--- config.mk ---
export PLATFORM = sky130hd
export DESIGN_NAME = dmem_arbiter
export DESIGN_NICKNAME = d
export VERILOG_FILES = /design/src/rtl/dmem_arbiter.sv
export SDC_FILE = /design/constraint.sdc
export NUM_CORES = 1
export LEC_CHECK = 0
export CORE_ASPECT_RATIO = 0.75
export CORE_MARGIN = 1.5
export CORE_UTILIZATION = 43
export CTS_CLUSTER_DIAMETER = 100
export DETAILED_ROUTE_END_ITERATION = 16
export HOLD_SLACK_MARGIN = 0.08
export PLACE_DENSITY = 0.86
export SLEW_MARGIN = 30
export SYNTH_ARGS = -nofsm -noshare
export SYNTH_HDL_FRONTEND = slang
export SYNTH_SLANG_ARGS = --single-unit
--- constraint.sdc ---
create_clock -name clk -period 2.2 [get_ports clk]
set_input_delay 0.55 -clock clk [delete_from_list [all_inputs] [get_ports clk]]
set_output_delay 0.55 -clock clk [all_outputs]
set_load 0.05 [all_outputs]
--- src/rtl/dmem_arbiter.sv ---
// Two-requester arbiter for the single-port data memory: combinational grant,
// registered memory command, owner-tagged read return.
module dmem_arbiter #(
   parameter int ADDR_W     = 12,
   parameter int DATA_W     = 32,
   parameter int ARB_MODE   = 0,
   parameter int STARVE_MAX = 4
) (
   input  logic              clk,
   input  logic              rst,
   input  logic              req_c,
   input  logic              we_c,
   input  logic [ADDR_W-1:0] addr_c,
   input  logic [DATA_W-1:0] wdata_c,
   output logic              gnt_c,
   output logic              rvalid_c,
   output logic [DATA_W-1:0] rdata_c,
   input  logic              req_a,
   input  logic              we_a,
   input  logic [ADDR_W-1:0] addr_a,
   input  logic [DATA_W-1:0] wdata_a,
   output logic              gnt_a,
   output logic              rvalid_a,
   output logic [DATA_W-1:0] rdata_a,
   output logic              mem_en,
   output logic              mem_we,
   output logic [ADDR_W-1:0] mem_addr,
   output logic [DATA_W-1:0] mem_wdata,
   input  logic [DATA_W-1:0] mem_rdata
);

   localparam int SW = $clog2(STARVE_MAX + 1);

   typedef enum logic {PORT_C = 1'b0, PORT_A = 1'b1} port_t;

   port_t             rr_last;
   logic [SW-1:0]     starve_cnt;
   logic              tag_vld;
   port_t             tag_port;
   logic [DATA_W-1:0] hold_c;
   logic [DATA_W-1:0] hold_a;

   always_comb begin
      gnt_c = 1'b0;
      gnt_a = 1'b0;
      if (!rst) begin
         if (req_c && req_a) begin
            if (ARB_MODE == 0) gnt_a = (rr_last == PORT_C);
            else               gnt_a = (starve_cnt == SW'(STARVE_MAX));
            gnt_c = !gnt_a;
         end else begin
            gnt_c = req_c;
            gnt_a = req_a;
         end
      end
   end

   always_ff @(posedge clk) begin
      if (rst) begin
         rr_last    <= PORT_A;
         starve_cnt <= '0;
         mem_en     <= 1'b0;
         mem_we     <= 1'b0;
         mem_addr   <= '0;
         mem_wdata  <= '0;
         tag_vld    <= 1'b0;
         tag_port   <= PORT_C;
         rvalid_c   <= 1'b0;
         rvalid_a   <= 1'b0;
         hold_c     <= '0;
         hold_a     <= '0;
      end else begin
         mem_en <= gnt_c | gnt_a;
         mem_we <= (gnt_c & we_c) | (gnt_a & we_a);
         if (gnt_c) begin
            mem_addr  <= addr_c;
            mem_wdata <= wdata_c;
            rr_last   <= PORT_C;
         end else if (gnt_a) begin
            mem_addr  <= addr_a;
            mem_wdata <= wdata_a;
            rr_last   <= PORT_A;
         end
         // Stage 1 tag rides with the memory command, stage 2 is rvalid itself
         tag_vld  <= (gnt_c & !we_c) | (gnt_a & !we_a);
         tag_port <= gnt_a ? PORT_A : PORT_C;
         rvalid_c <= tag_vld && (tag_port == PORT_C);
         rvalid_a <= tag_vld && (tag_port == PORT_A);
         if (rvalid_c) hold_c <= mem_rdata;
         if (rvalid_a) hold_a <= mem_rdata;
         if (!req_a || gnt_a)
            starve_cnt <= '0;
         else if (starve_cnt != SW'(STARVE_MAX))
            starve_cnt <= starve_cnt + 1'b1;
      end
   end

   // Owner sees memory data directly in its rvalid cycle; otherwise the last value is held
   assign rdata_c = rvalid_c ? mem_rdata : hold_c;
   assign rdata_a = rvalid_a ? mem_rdata : hold_a;

endmodule

# Word level (Yosys, flattened, before mapping)
# Cells that the tools add are included.
[totals]
regBits = 115
latch_bits = 0
mem_bits_rw = 0
romBits = 0
in_bits = 126
out_inout_bits = 114
elab_cells = 42
n_memories = 0
[op_classes]
add_sub_neg = 0
mul = 0
div = 0
order_cmp = 0
eq_ne = 0
shift = 0
n_mux = 15
bitwise_logic = 9
n_reduce_logical = 7
[ops]
columns = ["cell", "count"]
rows = [
  ["$mux W32", 4],
  ["$mux W12", 2],
  ["$mux W1", 9],
  ["$and A1 B1 Y1", 4],
  ["$logic_and A1 B1 Y1", 3],
  ["$logic_not A1 Y1", 3],
  ["$or A1 B1 Y1", 3],
  ["$not A1 Y1", 2],
  ["$reduce_bool A2 Y1", 1],
]

# Longest topological paths before layout
# Gate-level depths: netlist (run 1).
[depth]
depth_word = 8
depth_mapped = 6
depth_no_buf = 3

# Least setup slack after synthesis (run 1)
# OpenSTA, ideal clock, no wires.
[synth_timing]
path_type = "register to output"
start = "reg rvalid_a"
end = "out rdata_a[10]"
arrival_time_ns = 1.533
t_required_ns = 1.650
slack_ns = 0.117
stages_incl_launch_ff = 4
n_path_buf = 2
cell_sequence = "dfxtp_1 > clkbuf_1 > buf_2 > mux2_2"
[synth_via]
elab_chain_cells = 1
[synth_lines]
columns = ["element", "line", "source"]
rows = [
  ["start: declaration", "23", "output logic rvalid_a,"],
  ["start signal: assignment", "88", "rvalid_a <= tag_vld && (tag_port == PORT_A);"],
  ["$mux W32", "n/a", ""],
  ["end: declaration", "24", "output logic [DATA_W-1:0] rdata_a,"],
]
# No other way between the ends.

# Worst setup path after layout (run 1)
[layout_timing]
start = "reg mem_wdata[25]"
end = "out mem_wdata[25]"
[layout_rtl]
columns = ["element", "line", "source"]
rows = [
  ["start: declaration", "28", "output logic [DATA_W-1:0] mem_wdata,"],
  ["start signal: assignment", "77", "mem_wdata <= wdata_c;"],
  ["start signal: assignment", "81", "mem_wdata <= wdata_a;"],
]
# No word-level cell between the ends.

==> results of run 1 <==
[power breakdown]
group / switching, mW / internal, mW / total, mW
clock network: 0.884 / 1.55 / 2.43
logic: 0.698 / 0.605 / 1.30
registers: 0.0552 / 2.19 / 2.24
total: 1.64 / 4.34 / 5.98
[cell type report]
type,instances,area share
Timing Repair Buffer,253,0.380
Sequential cell,115,0.273
Multi-Input combinational cell,230,0.244
Clock buffer,27,0.0597
Inverter,46,0.0205
Tap cell,136,0.0202
Clock inverter,5,0.00297
[layer usage]
metal	up-vias	GRT usage
met5	-	0
met4	0	0.0994
met3	20	0.0898
met2	209	0.454
met1	2086	0.293
li1	2033	-
[how the worst min path moves through the flow]
stage / startpoint / end / cells past startpoint
2_1_floorplan: tag_port / rvalid_c / 1
5_1_grt: tag_port / rvalid_c / 1
3_5_place_dp: tag_port / rvalid_c / 1
6_report: tag_port / rvalid_c / 1
4_1_cts: tag_port / rvalid_c / 1
3_3_place_gp: tag_port / rvalid_c / 1
[logic make-up (layout without fill, tap and decap cells)]
kind of cell	count (synthesis)	count (layout)
AO/OA/AOI/OAI	91	91
buffers and inverters	90	331
flip-flops	115	115
multiplexers	64	64
AND/OR/NAND/NOR	75	75
[placed cells by master, fill, tap and decap left out, drive strengths merged, types with 2 or more instances in the layout]
| cell | netlist | routed |
|---|---|---|
| dlygate4sd2 | 0 | 2 |
| a22o | 2 | 2 |
| nor2b | 64 | 64 |
| clkinv | 0 | 5 |
| buf | 13 | 83 |
| mux2 | 64 | 64 |
| clkdlybuf4s50 | 0 | 168 |
| a221o | 44 | 44 |
| nor2 | 2 | 2 |
| nand2b | 2 | 2 |
| dfxtp | 115 | 115 |
| inv | 46 | 46 |
| a2111oi | 44 | 44 |
| and3b | 4 | 4 |
| clkbuf | 31 | 27 |
[sequential cells by signal, indices dropped and copies added (netlist names)]
signal,flops
mem_addr,12
mem_en,1
hold_a,32
rvalid_c,1
mem_we,1
tag_vld,1
rr_last,1
tag_port,1
rvalid_a,1
mem_wdata,32
hold_c,32
[repair_timing]
action / in CTS / in global routing
endpoints found under the setup margin: 2 / 0
endpoints found under the hold margin: 0 / 0
gates resized for setup: 2 / 0
==> summary.md, run 1 <==
| Metric | Value |
|---|---|
| Fmax achieved | `466 MHz` |
| Setup-failing EPs final | `0` |
| Die area | `11600 µm²` |
| Startpoint types | `flop` |
| Clk_lat worst skew | `0.39 ns` |
| Pwr dens | `710 nW/µm²` |
| Warnings from Yosys | `0` |
| Hold/Removal Path Class | `reg2reg` |
| CP required | `1.65 ns` |
| Relative slew slack | `0.446` |
| Initial DRC count | `246` |
| Post-Synth Adder-Cell Area | `0` |
| Drt total wl | `15300 µm` |
| Num CTS Buffers | `17` |
| Yosys cell types | `17` |
| Design Power | `5.98 mW` |
| Leak Pwr | `3.45 nW` |
| Final setup margin | `0.0518 ns` |
| Crit share post-route | `0.976` |
| Post-Synth XOR/XNOR Area | `0` |
| Initial antenna violation count | `0` |
| Final Cell Area | `8430 µm²` |
| Fraction of layout cells with a size suffix above 1 | `0.259` |
| Worst path top cell family by delay | `buffers and inverters` |
| Peak supply drop | `0.000657 V` |
| Post-synthesis area per instance | `10.9 µm²` |
| Post-synthesis mux area share | `0.152` |
| Fin. Hold Viols | `0` |
| Ant diodes | `0` |
| DR pass1 iterations | `4` |
| CP Depth | `1` |
| Clk sink count | `115` |
| Die Wd | `124 µm` |
| Aggregate global-route resource usage | `0.261` |
| MaxCap Viol Count | `0` |
| Synth async-reset ratio | `0` |
| Post-route antenna net violation count | `0` |
| Met2 Wirelength | `7760 µm` |
| Yosys top cell area share | `0.487` |
| WP buf/inv | `1` |
| Fin cells | `812` |
| Mapped Area | `4730 µm²` |
| #FFs+latches synth | `115` |
| Core Area | `10500 µm²` |
| Crit. End Element | `output pin` |
| CTS tree | `done` |
| Syn_nets | `561` |
| Main combinational cell family by area after synthesis | `compound AO/OA/AOI/OAI gates` |
| FF-to-FF End | `mem_wdata[2]` |
| CP peak stage delay | `0.85 ns` |
| Clock Path Buffers | `2` |
| R2r startpoint | `rr_last` |
| RSZ-0062 raised after global routing | `false` |
| Reg2Reg Depth | `4` |
| Post-layout util | `0.803` |
| Vias | `4348` |
| Start point of the critical path | `mem_wdata[25]` |
| Placed Instance Area | `7900 µm²` |
| Row count | `32` |
| Post-synth top flop | `dfxtp_1` |
| Worst-path clk slew | `0.05 ns` |
| Wire length per cell | `18.8 µm` |
| Post-Synthesis Cells | `435` |
| Max Used Layer | `met4` |
| Status | `completed` |
| M1 wire length | `5890 µm` |
| Commonest cells in the netlist | `115 x dfxtp_1, 64 x mux2_2, 64 x nor2b_1` |
| Routability cong. | `0.812` |
| Number of synthesized flops with an enable pin | `0` |
| Hold WS | `0.413 ns` |
| Area growth from synthesis to layout | `78.2%` |
| Placed cells | `780` |
| Vias in the first global route | `4423` |
| Fillers | `604` |
| Number of setup buffers added after CTS | `0` |
| Register Area | `2300 µm²` |
| Worst Path Class, Setup | `reg2out` |
| DRC Markers | `0` |
| DP HPWL | `10700 µm` |
| Count leader, synth | `dfxtp_1` |
| Area leader, netlist | `dfxtp_1` |
| Hold Buf Count CTS | `0` |
| Initial Utilization | `0.451` |
| I/O pin cnt | `240` |
| Largest net degree at the start of global routing | `52` |
| Slew @ Worst Pin | `0.828 ns` |
| Total gr overflow | `0` |
| Root Buffer | `clkbuf_16` |
| Seq/Total Area, Yosys | `0.487` |
| First-pass GRT wire length | `23100 µm` |
| Vias per cell | `5.35` |
| Clock Skews | `0.00729 ns` |
| TNS Setup | `0 ns` |
| Crit-path cells | `clkdlybuf4s50_1` |
| Port buffer count | `239` |
| Final critical-path required period | `2.15 ns` |
| Pre-CTS setup slack | `-0.218 ns` |
| DR WL met3 | `1390 µm` |
| Htree depth | `4` |
| Complex-gate fraction of the synthesized area | `0.179` |
| Flop2flop setup slack | `0.56 ns` |
| Simple-gate portion of the synthesized area | `0.101` |
| Final Slew Violations | `0` |
| Final #Nets | `789` |
| Crit path max fanout | `2` |
| CP endpoint | `mem_wdata[25]` |
| Crit path DAT | `1.60 ns` |
| Chip height | `93.8 µm` |
| Multi-input gate area | `2050 µm²` |
| CP max stage cell | `clkdlybuf4s50_1` |
| Top post-synthesis cells by area | `dfxtp_1 49%, mux2_2 15%, a221o_1 9.3%` |
Note: power is estimated with default switching activity, not from simulation.
==> inputs of run 2 (changes only) <==
- CTS_CLUSTER_DIAMETER: 100 -> default
==> results of run 2 <==
Final layout, timing and power as in run 1 (identical DEF).
==> inputs of run 3 (changes only) <==
- MAX_ROUTING_LAYER: default -> met4
- TNS_END_PERCENT: default -> 100
==> summary.md, run 3 (same netlist as run 1, synthesis figures left out) <==
| Metric | Value |
|---|---|
| DP HPWL | `10700 µm (unchanged)` |
| Worst-path clk slew | `0.05 ns (about the same)` |
| Setup-failing EPs final | `0 (unchanged)` |
| Initial antenna violation count | `0 (unchanged)` |
| Die Wd | `124 µm (unchanged)` |
| Vias in the first global route | `4415 (-0.18%)` |
| Commonest non-fill, non-tap cell in the layout | `clkdlybuf4s50_1` |
| Fraction of layout cells with a size suffix above 1 | `0.259 (unchanged)` |
| Number of setup buffers added after CTS | `0 (unchanged)` |
| Multi-input gate area | `2050 µm² (unchanged)` |
| Status | `completed` |
| TNS Setup | `0 ns (unchanged)` |
| Drt total wl | `15300 µm (-0.22%)` |
| Fmax achieved | `467 MHz (+0.26%)` |
| Final Slew Violations | `0 (unchanged)` |
| Fin. Hold Viols | `0 (unchanged)` |
| Htree depth | `4 (unchanged)` |
| Placed cells | `780 (unchanged)` |
| I/O pin cnt | `240 (unchanged)` |
| Flop2flop setup slack | `0.56 ns (about the same)` |
| Fin cells | `812 (unchanged)` |
| MaxCap Viol Count | `0 (unchanged)` |
| Chip height | `93.8 µm (unchanged)` |
| DR pass1 iterations | `5 (+1)` |
| Leak Pwr | `3.45 nW (unchanged)` |
| Relative slew slack | `0.446 (about the same)` |
| Final #Nets | `789 (unchanged)` |
| Crit share post-route | `0.974 (-0.00256)` |
| Aggregate global-route resource usage | `0.268 (+0.00746)` |
| Port buffer count | `239 (unchanged)` |
| CP required | `1.65 ns (about the same)` |
| RSZ-0062 raised after global routing | `false` |
| Register Area | `2300 µm² (unchanged)` |
| Most frequent cells in the layout | `168 x clkdlybuf4s50_1, 115 x dfxtp_1, 70 x buf_12, 64 x mux2_2, 64 x nor2b_1` |
| Pwr dens | `710 nW/µm² (about the same)` |
| Initial Utilization | `0.451 (unchanged)` |
| Hold Buf Count CTS | `0 (unchanged)` |
| Hold/Removal Path Class | `reg2reg` |
| Routability cong. | `0.823 (+1.5%)` |
| DRC Markers | `0 (unchanged)` |
| Startpoint types | `flop` |
| Root Buffer | `clkbuf_16` |
| Worst path top cell family by delay | `buffers and inverters` |
| First-pass GRT wire length | `23100 µm (about the same)` |
| Die area | `11600 µm² (unchanged)` |
| Row count | `32 (unchanged)` |
| Largest net degree at the start of global routing | `52 (unchanged)` |
| Clk_lat worst skew | `0.39 ns (about the same)` |
| Num CTS Buffers | `17 (unchanged)` |
| Final setup margin | `0.0575 ns (+0.00562 ns)` |
| Vias | `4345 (-0.069%)` |
| Clk sink count | `115 (unchanged)` |
| Clock Skews | `0.00835 ns (+0.00106 ns)` |
| Final critical-path required period | `2.14 ns (-0.00562 ns)` |
| Slew @ Worst Pin | `0.828 ns (+0.000107 ns)` |
| CP max stage cell | `clkdlybuf4s50_1` |
| Crit. End Element | `output pin` |
| Hold WS | `0.412 ns (-0.000362 ns)` |
| Wire length per cell | `18.8 µm (-0.22%)` |
| Clock Path Buffers | `2 (unchanged)` |
| Area growth from synthesis to layout | `78.2% (unchanged)` |
| Initial DRC count | `231 (-6.1%)` |
| Peak supply drop | `0.000656 V (about the same)` |
| Crit path DAT | `1.59 ns (about the same)` |
| Post-route antenna net violation count | `0 (unchanged)` |
| Vias per cell | `5.35 (about the same)` |
| Ant diodes | `0 (unchanged)` |
| Total gr overflow | `0 (unchanged)` |
| CP peak stage delay | `0.85 ns (about the same)` |
| WP buf/inv | `1 (unchanged)` |
| Crit path max fanout | `2 (unchanged)` |
| Crit-path cells | `clkdlybuf4s50_1` |
| Worst Path Class, Setup | `reg2out` |
| Pre-CTS setup slack | `-0.218 ns (unchanged)` |
| Fillers | `604 (unchanged)` |
| Biggest regs | `hold_a x32, hold_c x32, mem_wdata x32` |
| CTS tree | `done` |
| Core Area | `10500 µm² (unchanged)` |
-- run 3: repair_timing --
| item | in CTS | in global routing |
|---|---|---|
| endpoints found under the setup margin | 2 | 0 |
| resized for setup | 2 | 0 |
| hold endpoints to repair | 0 | 0 |
-- run 3: stage by stage --
step | cell area [µm²] | util | power (mW)
after floorplan | 4730 | - | 2.94
after detailed placement | 7900 | 0.753 | 3.58
after global routing | 8430 | 0.803 | 6.18
after global placement | 7900 | 0.753 | 3.55
after CTS | 8430 | 0.803 | 6.02
final | 8430 | 0.803 | 5.98
-- run 3: cell type report --
cell class | instances | share of cell area
Tap cell | 136 | 0.0202
Timing Repair Buffer | 253 | 0.380
Clock buffer | 27 | 0.0597
Multi-Input combinational cell | 230 | 0.244
Sequential cell | 115 | 0.273
Clock inverter | 5 | 0.00297
Inverter | 46 | 0.0205
-- run 3: worst paths after layout --
path	cells past startpoint	endpoint	from
worst max-delay path	1	mem_wdata[25]	mem_wdata[25]
worst min-delay path	1	rvalid_c	tag_port
worst max register to register	4	mem_wdata[2]	rr_last
worst min register to register	1	rvalid_c	tag_port
-- run 3: routing by layer --
metal	up-vias	routed length, µm	GRT usage
met5	-	0	-
met4	0	244	0.0881
met3	19	1360	0.0904
met2	206	7770	0.454
met1	2082	5890	0.298
li1	2038	-	-
-- run 3: where the power goes --
group	switching, mW	internal (mW)
combinational	0.697	0.605
clock	0.884	1.55
sequential	0.0553	2.19
